File: src/rtl/task2_18_mux.sv
// task2_18_mux: registered A>B>C priority bus selector with contention flag and saturating contention counter.
// Counter is present only when TASK2_18_CONFLICT_CNT_EN is defined; otherwise conflict_cnt reads 0.
module task2_18_mux #(
    parameter int WIDTH     = 8,
    parameter int CNT_WIDTH = 8
) (
    input  logic                 clk,
    input  logic                 rst,
    input  logic [WIDTH-1:0]     A,
    input  logic [WIDTH-1:0]     B,
    input  logic [WIDTH-1:0]     C,
    input  logic                 selA,
    input  logic                 selB,
    input  logic                 selC,
    output logic [WIDTH-1:0]     Z,
    output logic                 valid,
    output logic                 conflict,
    output logic [CNT_WIDTH-1:0] conflict_cnt
);
    logic [WIDTH-1:0] z_q, z_d;
    logic             valid_q, valid_d, conflict_q, conflict_d;
    always_comb begin
        z_d        = selA ? A : selB ? B : selC ? C : '0;
        valid_d    = selA | selB | selC;
        conflict_d = (selA & selB) | (selA & selC) | (selB & selC);
    end
    always_ff @(posedge clk) begin
        if (rst) begin
            z_q        <= '0;
            valid_q    <= 1'b0;
            conflict_q <= 1'b0;
        end else begin
            z_q        <= z_d;
            valid_q    <= valid_d;
            conflict_q <= conflict_d;
        end
    end
    assign Z        = z_q;
    assign valid    = valid_q;
    assign conflict = conflict_q;
`ifdef TASK2_18_CONFLICT_CNT_EN
    logic [CNT_WIDTH-1:0] cnt_q, cnt_d;
    // Holds at all-ones instead of wrapping.
    assign cnt_d = (conflict_d && cnt_q != '1) ? cnt_q + 1'b1 : cnt_q;
    always_ff @(posedge clk) begin
        if (rst) cnt_q <= '0;
        else     cnt_q <= cnt_d;
    end
    assign conflict_cnt = cnt_q;
`else
    assign conflict_cnt = '0;
`endif
endmodule

File: config.mk
export PLATFORM = sky130hd
export DESIGN_NAME = task2_18_mux
export DESIGN_NICKNAME = d
export VERILOG_FILES = /design/src/rtl/task2_18_mux.sv
export SDC_FILE = /design/constraint.sdc
export NUM_CORES = 1
export LEC_CHECK = 0
export BUFFER_PORTS_ARGS = -buffer_cell sky130_fd_sc_hd__buf_2
export CORE_UTILIZATION = 35
export CTS_CLUSTER_SIZE = 28
export DETAILED_ROUTE_END_ITERATION = 10
export PLACE_DENSITY = 0.83
export SLEW_MARGIN = 20
export SYNTH_ARGS = -nofsm -noshare
export SYNTH_HDL_FRONTEND = slang
export SYNTH_SLANG_ARGS = --single-unit
export TNS_END_PERCENT = 1
File: constraint.sdc
create_clock -name clk -period 1.61 [get_ports clk]
set_clock_uncertainty 0.15 [all_clocks]
set_input_delay 0.161 -clock clk [delete_from_list [all_inputs] [get_ports clk]]
set_output_delay 0.161 -clock clk [all_outputs]
set_load 0.02 [all_outputs]
==> run_results.csv, run 1 <==
group,metric,value,unit
timing,min_period,1.04,ns
grt,grt_overflow,0,
floorplan,chipHeight,43.3,microns
hold_path,holdCritPathClass,"input port to flop",
pwr,combPwrFrac,25.3,%
pwr,p_clk_share,33.6,%
floorplan,rows,14,
grt,track_usage,12.3,%
outcome,violations,"DRC",
finish,nNetsFinal,129,
timing,setup_viol_count_final,0,
setup_path,crit_path_end_kind,"output port",
pwr,p_sw_share,28.5,%
floorplan,start_util,38.4,%
detailed_routing,vias,546,
setup_path,cp-start-kind,"flop",
finish,n_antenna_cell,0,
pwr,ir_drop,0.000317,V
run,cap_violations,0,
outcome,status,"finished, violations left",
clock_tree,numCtsBuffers,3,
setup_path,critical_path_class,"flop to output port",
finish,area_growth,33.1,%
setup_path,crit_slowest_cell,"dfxtp_1",
synth,syn_area,598,sq um
clock_tree,root_buffer,"clkbuf_4",
pwr,power_leakage,0.398,nW
clock_tree,cts_tree,"yes",
setup_path,critical_path.top_delay_family,"flip-flops",
detailed_routing,ant_nets,0,
floorplan,die-area,0.00188,sq mm
timing,setup_tns,0,ns
pwr,power.share.sequential,41.1,%
pwr,internal_power,0.000468,W
timing,drv_slew,0,
grt,antenna_found_initial,0,
setup_path,required,1.30,ns
timing,fin_crit_sh,64.7,%
grt,grt_pass1_wl,1.75,mm
finish,final_layout_size_suffix_gt1_share,57.6,%
setup_path,path_max_fanout,1,
synth,ys_warn_count,0,
grt,grt_pass1_vias,463,
timing,grt_setup_unrepaired,"false",
clock_tree,max-clock-path-buffers,2,
pwr,p_sw,0.000186,W
timing,final-hold-violation-count,0,
setup_path,timing.critical_path.buf_inv,1,
timing,fmax,960,MHz
pwr,power.density,822,mW/mm^2
synth,synth_cell_types,15,
synth,yosysSeqAreaShare,33.5,%
detailed_routing,dr.pass1.iters,6,
floorplan,io_pins,47,
detailed_routing,via_per_inst,4.75,
timing,setup_ws,0.568,ns
clock_tree,cts_sinks,10,
placed_design,io_buffers,38,
synth,avgSynthCellArea,9.80,sq um
clock_tree,cts.reportedPaths.clkPinSlew,0.07,ns
setup_path,path_cells,"buf_2",
grt,grt_max_degree,20,
detailed_routing,drc,12,
setup_path,critPathMaxStageDelay,0.32,ns
floorplan,die_w,43.3,microns
placed_design,place_congestion,0.563,
clock_tree,h-tree-depth,1,
synth,synth_seq_cells,10,
setup_path,worstPathArrival,0.73,ns
detailed_routing,drt_iter0_drc,24,
placed_design,pre_cts_slack,0.478,ns
floorplan,core,0.00156,sq mm
synth,synthCells,61,
clock_tree,cts_setup_buffers,0,
detailed_routing,wirelength,1.20,mm
detailed_routing,wl_per_cell,10.5,microns
[registers in the layout, summed over array words and instances (netlist names)]
signal and flops:
valid 1, Z 8, conflict 1
[per-stage QoR]
| step | hold WS (ns) | util (%) | std cells | power [W] | instance area [sq um] |
|---|---|---|---|---|---|
| floorplan | 0.158 | - | 68 | 0.000398 | 624 |
| global placement | 0.270 | 47.4 | 109 | 0.000433 | 739 |
| detailed placement | 0.277 | 47.4 | 109 | 0.000438 | 739 |
| CTS | 0.00240 | 51.0 | 115 | 0.000665 | 796 |
| global route | 0.00756 | 51.0 | 115 | 0.000688 | 796 |
| finish | 0.00797 | 51.0 | 115 | 0.000654 | 796 |
[what timing repair did]
action,CTS,global route
hold endpoints to repair,2,0
resized for setup,0,0
hold buffers,2,0
endpoints found under the setup margin,0,0
[power by group through the flow]
stage,registers [W],clock network [W],logic [W]
floorplan,0.000298,0,0.0000999
global placement,0.000274,0,0.000159
detailed placement,0.000275,0,0.000163
CTS,0.000269,0.000229,0.000167
global route,0.000270,0.000240,0.000179
finish,0.000269,0.000220,0.000166
[cell type report]
class                           count  area (sq um)
Timing Repair Buffer               40           210
Sequential cell                    10           200
Clock buffer                        4          36.3
Multi-Input combinational cell     37           299
Fill cell                         146           763
Inverter                            8          30.0
Tap cell                           16          20.0
[metal layers]
metal	up-vias	share of wire, %	global-route usage [%]
li1	271	-	-
met1	239	42	15.2
met2	36	46	20.0
met3	0	12	3.33
met4	0	0	5.63
met5	-	0	0
[cells in the mapped netlist (all sizes together)]
cell type  number  area, sq um
nor3            1         5.00
nor2            1         3.75
nand2           1         3.75
o21ai           1         5.00
a21oi           9         71.3
clkbuf          1         3.75
a221oi          8          120
nand3b          8         60.1
buf            12         91.3
inv             8         30.0
dfxtp          10          200
conb            1         3.75
[layout by cell type (no fill, tap or decap)]
master         Yosys  final
nand2_1            1      1
dlygate4sd3_1      0      2
o21ai_0            1      1
dfxtp_1           10     10
nor3_1             1      1
nand3b_1           8      8
a21oi_2            7      7
conb_1             1      8
a221oi_2           8      8
clkbuf_8           0      1
buf_2              1     38
a21oi_1            2      2
clkbuf_4           0      3
nor2_1             1      1
inv_1              8      8
[cell families (layout without fill, tap and decap cells)]
group	Yosys count	in the layout	synth area share (%)
compound gates	18	18	32.8
simple gates	11	11	12.1
flops	10	10	33.5
other cells	1	8	0.627
buf+inv	21	52	20.9
[final timing paths]
| path | from | depth (start not counted) | to |
|---|---|---|---|
| worst max-delay path | Z[0]$_SDFF_PP0_ | 1 | Z[0] |
| worst min-delay path | A[7] | 3 | Z[7]$_SDFF_PP0_ |
[worst min-delay path, delay by kind of cell]
kind            cells  cell delay [ns]
buf+inv             2             0.15
compound gates      1             0.06
(Power assumes the default switching activity.)
==> run 2: changes to the inputs <==
==> constraint.sdc (replaced) <==
create_clock -name clk -period 1.07 [get_ports clk]
set_clock_uncertainty 0.15 [all_clocks]
set_input_delay 0.107 -clock clk [delete_from_list [all_inputs] [get_ports clk]]
set_output_delay 0.107 -clock clk [all_outputs]
set_load 0.02 [all_outputs]
==> run 2 against run 1 <==
The run still ends with DRC left. Clock-buffer cell count down 1. Sequential share of layout area down 3.6 points. Via count up 9.0%.
==> run_results.csv, run 2 (synthesis results as in run 1) <==
group,metric,value,unit
floorplan,die_w,43.3,microns
grt,antenna_found_initial,0,
finish,final_cell_mix,"buf_2 (38), dlygate4sd3_1 (16), dfxtp_1 (10)",
detailed_routing,wirelength,1.42,mm
placed_design,place_congestion,0.581,
setup_path,crit_slowest_cell,"dlygate4sd3_1",
detailed_routing,via_per_inst,4.61,
clock_tree,root_buffer,"clkbuf_4",
finish,n_antenna_cell,0,
placed_design,pre_cts_slack,0.00956,ns
detailed_routing,drt_iter0_drc,25,
setup_path,crit_path_end_kind,"flop",
clock_tree,cts.reportedPaths.clkPinSlew,0.06,ns
setup_path,critPathMaxStageDelay,0.53,ns
run,cap_violations,0,
finish,fill_cells,140,
timing,drv_slew,0,
pwr,ir_drop,0.000428,V
detailed_routing,drc,12,
floorplan,chipHeight,43.3,microns
timing,fmax,976,MHz
floorplan,rows,14,
finish,area_growth,55.4,%
timing,setup_tns,0,ns
outcome,violations,"DRC",
grt,grt_max_degree,20,
timing,setup_viol_count_final,0,
setup_path,worstPathArrival,1.04,ns
outcome,status,"finished, violations left",
timing,grt_setup_unrepaired,"false",
placed_design,dp_hpwl,910,microns
finish,layout_commonest_cell,"buf_2",
placed_design,io_buffers,38,
grt,track_usage,14.1,%
floorplan,core,0.00156,sq mm
setup_path,path_cells,"dlygate4sd3_1, buf_2, inv_1, a221oi_2",
finish,final_layout_size_suffix_gt1_share,50.4,%
grt,grt_overflow,0,
grt,grt_pass1_vias,505,
floorplan,io_pins,47,
floorplan,start_util,38.4,%
hold_path,holdCritPathClass,"input port to flop",
setup_path,critical_path_class,"input port to flop",
detailed_routing,vias,595,
finish,largest_reg_flops,8,
setup_path,cp-start-kind,"input port",
clock_tree,cts_setup_buffers,0,
timing,final-hold-violation-count,0,
clock_tree,h-tree-depth,1,
detailed_routing,dr.pass1.iters,7,
setup_path,path_max_fanout,1,
finish,nNetsFinal,144,
setup_path,critical_path.top_delay_family,"buffers and inverters",
clock_tree,numCtsBuffers,3,
pwr,power_leakage,0.455,nW
clock_tree,cts_sinks,10,
detailed_routing,wl_per_cell,11.0,microns
clock_tree,max-clock-path-buffers,2,
timing,setup_ws,0.0453,ns
clock_tree,cts-resized-gates,0,
floorplan,die-area,0.00188,sq mm
timing,fin_crit_sh,95.8,%
pwr,power.density,1010,mW/mm^2
setup_path,timing.critical_path.buf_inv,3,
grt,grt_pass1_wl,1.96,mm
timing,min_period,1.02,ns
setup_path,required,1.09,ns
detailed_routing,ant_nets,0,
clock_tree,cts_tree,"yes",
[run 2: path summary, 6_finish.rpt]
kind | slack (ns) | endpoint | startpoint | cells after the start
worst max-delay path | 0.05 | Z[4]$_SDFF_PP0_ | A[4] | 4
worst min-delay path | 0.04 | valid$_SDFF_PP0_ | rst | 2
[run 2: layout make-up]
cell class	count	area [sq um]	area share, %
sequential	10	200	21.5
multi-input combinational	37	299	32.2
tap	16	20.0	2.15
inverter	8	30.0	3.23
timing repair buffer	55	358	38.5
clock buffer	3	22.5	2.42
[run 2: timing repair]
action | CTS | global route
endpoints found under the hold margin | 8 | 0
hold buffers | 16 | 0
setup endpoints to repair | 0 | 0
[run 2: where the power goes]
group / switching (W) / leakage (nW) / internal (W)
Sequential: 0.00000532 / 0.0835 / 0.000399
Combinational: 0.000159 / 0.357 / 0.000135
Clock: 0.000112 / 0.0138 / 0.000129
[run 2: through the flow]
step	utilization (%)	instance area (sq um)	total power (W)	hold WS [ns]	instances
6_report	59.6	930	0.000940	0.0373	129
5_1_grt	59.6	930	0.000990	0.0410	129
4_1_cts	59.6	930	0.000952	0.0310	129
3_5_place_dp	47.9	747	0.000660	0.227	110
3_3_place_gp	47.9	747	0.000655	0.218	110
2_1_floorplan	-	624	0.000599	0.104	68
[run 2: routing by layer]
metal	share of wire [%]	track usage, %
met1	40	15.4
met4	0.49	7.50
met5	0	0
met2	49	25.2
met3	10	3.33
